File: config.mk
export PLATFORM = sky130hd
export DESIGN_NAME = nibble_serial_adder
export DESIGN_NICKNAME = d
export VERILOG_FILES = /design/src/rtl/nibble_serial_adder.sv
export SDC_FILE = /design/constraint.sdc
export NUM_CORES = 1
export LEC_CHECK = 0
export ABC_AREA = 1
export CELL_PAD_IN_SITES_DETAIL_PLACEMENT = 0
export CELL_PAD_IN_SITES_GLOBAL_PLACEMENT = 1
export CORE_MARGIN = 3
export CORE_UTILIZATION = 36
export DETAILED_ROUTE_END_ITERATION = 16
export MAX_ROUTING_LAYER = met4
export PLACE_DENSITY = 0.9
export SLEW_MARGIN = 10
export SYNTH_ARGS = -nofsm -noshare
export SYNTH_HDL_FRONTEND = slang
export SYNTH_SLANG_ARGS = --single-unit
File: constraint.sdc
create_clock -name clk -period 3.9 [get_ports clk]
set_clock_uncertainty 0.1 [all_clocks]
set_input_delay 0.39 -clock clk [delete_from_list [all_inputs] [get_ports clk]]
set_output_delay 0.39 -clock clk [all_outputs]
set_load 0.01 [all_outputs]
File: src/rtl/nibble_serial_adder.sv
// nibble_serial_adder
//   Adds two W-bit operands (W = 4*NIBBLES) one nibble per clock. A single
//   four_bit_rca does all the arithmetic, and the carry between nibbles is
//   held in a register. Both sides use a valid/ready handshake.
//
//   state | meaning
//   ------+---------------------------------------------------------
//   IDLE  | in_ready=1, waits for in_valid, then latches a/b/cin
//   ADD   | one nibble per cycle through the rca, LSB nibble first
//   DONE  | out_valid=1, result held until out_ready
//
// Ports
//   clk       system clock; all state changes on the rising edge
//   rst       synchronous active-high reset
//   in_valid  a, b and cin are valid
//   in_ready  block can accept operands (IDLE)
//   a, b      W-bit operands
//   cin       carry into nibble 0
//   out_valid sum, cout and ovf are valid (DONE)
//   out_ready consumer accepts the result
//   sum       (a + b + cin) mod 2^W
//   cout      unsigned carry out of the MSB nibble
//   ovf       two's-complement overflow

module four_bit_rca (
  input  logic [3:0] a,
  input  logic [3:0] b,
  input  logic       cin,
  output logic [3:0] s,
  output logic       cout
);
  logic [4:0] c;

  assign c[0] = cin;

  for (genvar i = 0; i < 4; i++) begin : g_fa
    assign s[i]   = a[i] ^ b[i] ^ c[i];
    assign c[i+1] = (a[i] & b[i]) | (c[i] & (a[i] ^ b[i]));
  end

  assign cout = c[4];
endmodule

module nibble_serial_adder #(
  parameter int NIBBLES = 4
) (
  input  logic                 clk,
  input  logic                 rst,
  input  logic                 in_valid,
  output logic                 in_ready,
  input  logic [4*NIBBLES-1:0] a,
  input  logic [4*NIBBLES-1:0] b,
  input  logic                 cin,
  output logic                 out_valid,
  input  logic                 out_ready,
  output logic [4*NIBBLES-1:0] sum,
  output logic                 cout,
  output logic                 ovf
);
  localparam int W     = 4 * NIBBLES;
  localparam int IDX_W = (NIBBLES > 1) ? $clog2(NIBBLES) : 1;
  localparam logic [IDX_W-1:0] LAST = IDX_W'(NIBBLES - 1);

  localparam logic [1:0] IDLE = 2'd0;
  localparam logic [1:0] ADD  = 2'd1;
  localparam logic [1:0] DONE = 2'd2;

  logic [1:0]       state;
  logic [W-1:0]     a_reg;
  logic [W-1:0]     b_reg;
  logic             cin_reg;
  logic             carry_reg;
  logic [IDX_W-1:0] idx;

  logic [3:0] rca_a;
  logic [3:0] rca_b;
  logic       rca_cin;
  logic [3:0] rca_s;
  logic       rca_cout;

  assign rca_a   = a_reg[4*idx +: 4];
  assign rca_b   = b_reg[4*idx +: 4];
  // The first nibble takes the external carry and later nibbles take the
  // carry registered from the previous nibble.
  assign rca_cin = (idx == '0) ? cin_reg : carry_reg;

  four_bit_rca u_rca (
    .a    (rca_a),
    .b    (rca_b),
    .cin  (rca_cin),
    .s    (rca_s),
    .cout (rca_cout)
  );

  assign in_ready  = (state == IDLE);
  assign out_valid = (state == DONE);

  always_ff @(posedge clk) begin
    if (rst) begin
      state     <= IDLE;
      a_reg     <= '0;
      b_reg     <= '0;
      cin_reg   <= 1'b0;
      carry_reg <= 1'b0;
      idx       <= '0;
      sum       <= '0;
      cout      <= 1'b0;
      ovf       <= 1'b0;
    end else begin
      case (state)
        IDLE: begin
          if (in_valid) begin
            a_reg   <= a;
            b_reg   <= b;
            cin_reg <= cin;
            sum     <= '0;
            idx     <= '0;
            state   <= ADD;
          end
        end
        ADD: begin
          sum[4*idx +: 4] <= rca_s;
          carry_reg       <= rca_cout;
          idx             <= idx + 1'b1;
          if (idx == LAST) begin
            cout  <= rca_cout;
            // Overflow happens when both operands have the same sign and the
            // result sign differs. rca_s[3] is the result MSB on this cycle.
            ovf   <= (a_reg[W-1] == b_reg[W-1]) && (rca_s[3] != a_reg[W-1]);
            state <= DONE;
          end
        end
        DONE: begin
          if (out_ready) state <= IDLE;
        end
        default: state <= IDLE;
      endcase
    end
  end
endmodule

==> Word-level counts from Yosys, hierarchy flattened <==
Cells that the tools add are included.
{ "op_classes": {"mul": 0, "bitwise_logic": 20, "n_reduce_logical": 8, "n_addsub": 2, "shift": 4, "order_cmp": 0, "muxes": 10, "n_eq_ne": 8, "div_mod_pow": 0} }
{ "op_table": {"columns": ["cell", "n"], "rows": [
  ["4-bit negator with 34-bit output", 1],
  ["4-bit by 34-bit variable shift with 16-bit output, first input constant", 1],
  ["4-bit by 34-bit indexed part select with 16-bit output", 1],
  ["16-bit case mux with 2 select lines", 1],
  ["16-bit by 5-bit indexed part select with 4-bit output", 2],
  ["16-bit bitwise mux", 1],
  ["16-bit 2-to-1 mux", 1],
  ["1-bit bitwise AND", 8],
  ["2-bit 2-to-1 mux", 4],
  ["1-bit bitwise XOR", 8],
  ["2-bit case mux with 3 select lines", 1],
  ["2-bit AND reduction", 3],
  ["2-bit == test, second input constant", 2],
  ["2-bit zero test", 2],
  ["2-bit inequality test, second input constant", 2],
  ["1-bit OR", 4],
  ["2-bit case mux with 2 select lines", 1],
  ["3-bit AND reduction", 1],
  ["2-bit by 1-bit adder with 2-bit output, second input constant", 1],
  ["2-bit by 1-bit == test with 1-bit output, second input constant", 1],
  ["2-bit by 1-bit inequality test with 1-bit output, second input constant", 1],
  ["2-bit nonzero test", 1],
  ["1-bit == test", 1],
  ["1-bit logical AND", 1],
  ["other kinds (2)", 2]
]} }
{ "word_totals": {"ram_bits": 0, "reg_bits": 56, "output_inout_bits": 20, "elab_cells": 61, "latchBits": 0, "mem_count": 0, "mem_bits_ro": 0} }

==> Longest topological paths before layout <==
{ "logic_depth": {"ltp_word": 12, "mapped_depth": 17, "mapped_depth_nobuf": 16} }

==> Modules after synthesis <==
A second synthesis with hierarchy kept.
{ "hier_totals": {"hier_cells": 362, "area_unflattened_um2": 2671.3} }
{ "by_module_without_submodules": {"columns": ["module", "cells_per_inst", "seq_area_each_um2", "instances", "area_per_inst_um2"], "rows": [
  ["nibble_serial_adder", 348, 1121.1, 1, 2553.7],
  ["four_bit_rca", 14, 0.0, 1, 117.6]
]} }

==> Worst setup path before layout <==
Ideal clock, no wire load.
{ "synth_path": {"path_type": "reg2reg", "from": "register idx[1]", "to": "register sum[15]", "arrival_ns": 2.891, "setup_ns": 0.132, "slack_ns": 0.777, "synth_period_minus_slack_ns": 3.123, "required_time_ns": 3.668, "n_path_buf": 2, "path_stages_with_launch": 17, "path_cell_list": "dfxtp_1 > buf_2 > clkinv_1 > ha_1 > buf_2 > mux2i_1 > fa_1 > inv_1 > fa_1 > inv_1 > fa_1 > inv_1 > fa_1 > nand2_1 > nor2_1 > nand2_1 > a21oi_1"} }
{ "synth_via": {"elab_chain_len": 12, "word_cells_on_any_way": 26, "cone_classes": "add/sub: 1; shift: 4; mux: 3; bitwise: 17; reduce/logical: 1"} }
{ "synth_lines": {"columns": ["item", "line", "rtl"], "rows": [
  ["start: declaration", "73", "logic [IDX_W-1:0] idx;"],
  ["start signal: assignment", "124", "idx <= idx + 1'b1;"],
  ["16-bit by 5-bit indexed part select with 4-bit output (tied with other cells)", "81", "assign rca_a = a_reg[4*idx +: 4];"],
  ["1-bit bitwise XOR / 1-bit 2-to-1 mux (equally long branches)", "37, 38, 85", null],
  ["1-bit bitwise AND", "38", "assign c[i+1] = (a[i] & b[i]) | (c[i] & (a[i] ^ b[i]));"],
  ["1-bit OR", "38", null],
  ["1-bit bitwise AND", "38", null],
  ["1-bit OR", "38", null],
  ["1-bit bitwise AND", "38", null],
  ["1-bit OR", "38", null],
  ["1-bit bitwise XOR", "37", "assign s[i] = a[i] ^ b[i] ^ c[i];"],
  ["4-bit by 34-bit indexed part select with 16-bit output", "122", "sum[4*idx +: 4] <= rca_s;"],
  ["16-bit bitwise mux (*)", "122", null],
  ["16-bit case mux with 2 select lines (*)", "110", "case (state)"],
  ["end signal: indexed assignment", "122", null],
  ["end: declaration", "56", "output logic [4*NIBBLES-1:0] sum,"]
]} }
Every way passes the cells marked *; elsewhere a longest branch is shown, timed or not.
A chain may end at the register's enable or synchronous reset.

==> Worst setup path in the final report <==
{ "layout_path": {"from": "register idx[1]", "to": "register sum[7]"} }
Same word-level chain as after synthesis.

==> metrics.md <==
| Metric | Value |
|---|---|
| Syn Nets | 397 |
| Worst Path Max Fanout | 10 |
| Pre-CTS WS | 707 ps |
| Switching share of power | between 20% and 30% |
| Slack of the critical path | between 700 and 800 ps |
| 1st-pass router iterations | 4 |
| Clk slew on worst S/H paths | 90 ps |
| Final Hold Vio Count | 0 |
| Worst Path Class, Setup | reg -> reg |
| Cts hold-fix bufs | 0 |
| Post-CTS Setup Bufs | 0 |
| Yosys warning total | 0 |
| Area grow syn2layout | 25.5% |
| Syn_area_per_cell | 7.34 um2 |
| P_int | 0.856 mW |
| Comb pwr share | 19.7% |
| Congestion Overflow GR | 0 |
| WP data required | 4000 ps |
| Diodes inserted | 0 |
| Sequential power share | 53.0% |
| IO Pins | 57 |
| Slew at the pin with the worst max-slew slack | 558 ps |
| Post-synthesis async set-or-reset flop share | 0% |
| Setup TNS | 0 ps |
| Synth top area share | between 40 and 50% |
| Yosys top cell by area | dfxtp_1 |
| DRC | 0 |
| Setup repair after global routing missed its margin | no |
| Num CTS Buffers | 5 |
| Initial core utilization | 37.6% |
| First-pass GRT wire length | 9770 um |
| Status | finished clean |
| Core ar. | 0.00687 mm2 |
| Part of the cycle the worst path needs | 81.8% |
| Die area | 0.00823 mm2 |
| Top post-synthesis cells by area | dfxtp_1, nor2_1, o21ai_1 |
| Clk pwr share | 27.3% |
| DR WL/cell | 11.5 um |
| Fin nets | 444 |
| Min-delay worst type | reg -> reg |
| CTS Buffer Depth | 2 |
| Worst setup EP type | flop |
| Most common flop cell mapped by yosys | dfxtp_1 |
| Core Util, Final | 47.2% |
| Vias in the first global route | 2134 |
| Final wirelength | 5680 um |
| Most common cell in the netlist | nor2_1 |
| Setup violators final | 0 |
| Slew Limit Fails | 0 |
| Synth cell count leaders | nor2_1, dfxtp_1, nand2_1 |
| Pleak | 1.28 nW |
| Tmin final | 3190 ps |
| Clock latency on the worst-skew pair | 300 ps |
| Number of antenna violations at the first check in global routing | 0 |
| Detail Route Antenna Nets | 0 |
| Layout cells sized above 1 | 5.25% |
| Finished Layout Cells | about 500 |
| #FFs+latches synth | 56 |
| Placed Cells | 488 |
| CTS tree | yes |
| Synth unique cells | 24 |
| H-tree levels | 2 |
| Largest net degree at the start of global routing | 39 |
| Synthesized area | 0.00258 mm2 |
| Synthesized instance count | 352 |
| Via density | 4.66 |
| Worst slew margin | 62.7% |
| HPWL Detailed | 4280 um |
| P_sw | 0.331 mW |
| Via count | 2313 |
| Row count | 30 |
| Final estimated routing congestion in global placement | 0.883 |
| Max Fclk | 0.313 GHz |
| CTS root buf | clkbuf_8 |
| CTS sink cnt | 56 |
| PortBufs | 56 |
| Post-CTS sizing | 0 |
| Die W | 90.7 um |
| CP Launch Type | flop |
| Die Y-Extent | 90.7 um |
| Crit path arrival time | between 3000 and 4000 ps |
| Max_cap viols | 0 |
| Peak supply drop | ~0.22 mV |
| EDFF count, synth | 0 |
| Total global-route track usage | 14.6% |
| Pwr dens | 366 mW/mm2 |
| Hold Slack | between 300 and 400 ps |
| Drt initial violations | 107 |
| Sequential fraction of the synthesis area | 43.4% |
## power groups by stage
stage               Combinational [mW]  Sequential (mW)  Clock (mW)
floorplan                        0.168            0.636           0
global placement                 0.233            0.642           0
detailed placement               0.237            0.642           0
CTS                              0.238            0.629       0.332
global route                     0.270            0.633       0.354
finish                           0.234            0.629       0.324
## cells by family after synthesis
kind of cell / Yosys count / share of synthesized area [%]
simple gates: 158 / 25.0
compound gates: 85 / 16.8
flops: 56 / 43.4
buf+inv: 44 / 9.40
fa+ha+maj: 8 / 5.04
mux: 1 / 0.388
## placed cells by master (no fill, tap or decap), types with 2 or more instances in the layout
master,count
a21oi_1,27
buf_4,6
clkbuf_8,6
clkdlybuf4s50_1,56
clkinv_2,2
dfxtp_1,56
fa_1,4
ha_1,4
inv_1,17
inv_2,4
nand2_1,34
nand3_1,21
nand3b_1,2
nor2_1,96
nor3_1,2
o21ai_0,21
o21ai_1,32
o22ai_1,4
## path summary, 6_finish.rpt
kind         startpoint  endpoint  slack, ps  cells after the start
max              idx[1]    sum[7]        710                     14
min            b_reg[2]  b_reg[2]        360                      2
max reg2reg      idx[1]    sum[7]        710                     14
min reg2reg    b_reg[2]  b_reg[2]        360                      2
## final cells by class
cell class	count	area, um2
Inverter	22	82.6
Clock buffer	6	82.6
Fill cell	752	3630
Clock inverter	2	10.0
Multi-Input combinational cell	252	1220
Timing Repair Buffer	62	606
Tap cell	96	120
Sequential cell	56	1120
## through the flow
stage	total power, mW	instance area, um2
after floorplan	0.804	2580
after global placement	0.875	3150
after detailed placement	0.879	3150
after CTS	1.20	3240
after global routing	1.26	3240
final	1.19	3240
## worst max-delay path: stages, from the launching register on
cell and delay [ps]:
dfxtp_1 340, clkinv_1 240, ha_1 400, mux2i_1 170
fa_1 370, inv_1 70, fa_1 150, inv_1 50
fa_1 350, inv_1 70, fa_1 480, nand2_1 130
nor2_1 60, nand2_1 70, a21oi_1 50
## per-layer routing
metal	up-vias	global-route usage, %	wire [um]
met5	-	-	0
met4	0	3.57	40
met3	4	3.00	292
met2	52	24.8	2660
met1	1023	17.7	2690
li1	1234	-	-
Note: power is estimated with default switching activity, not from simulation.
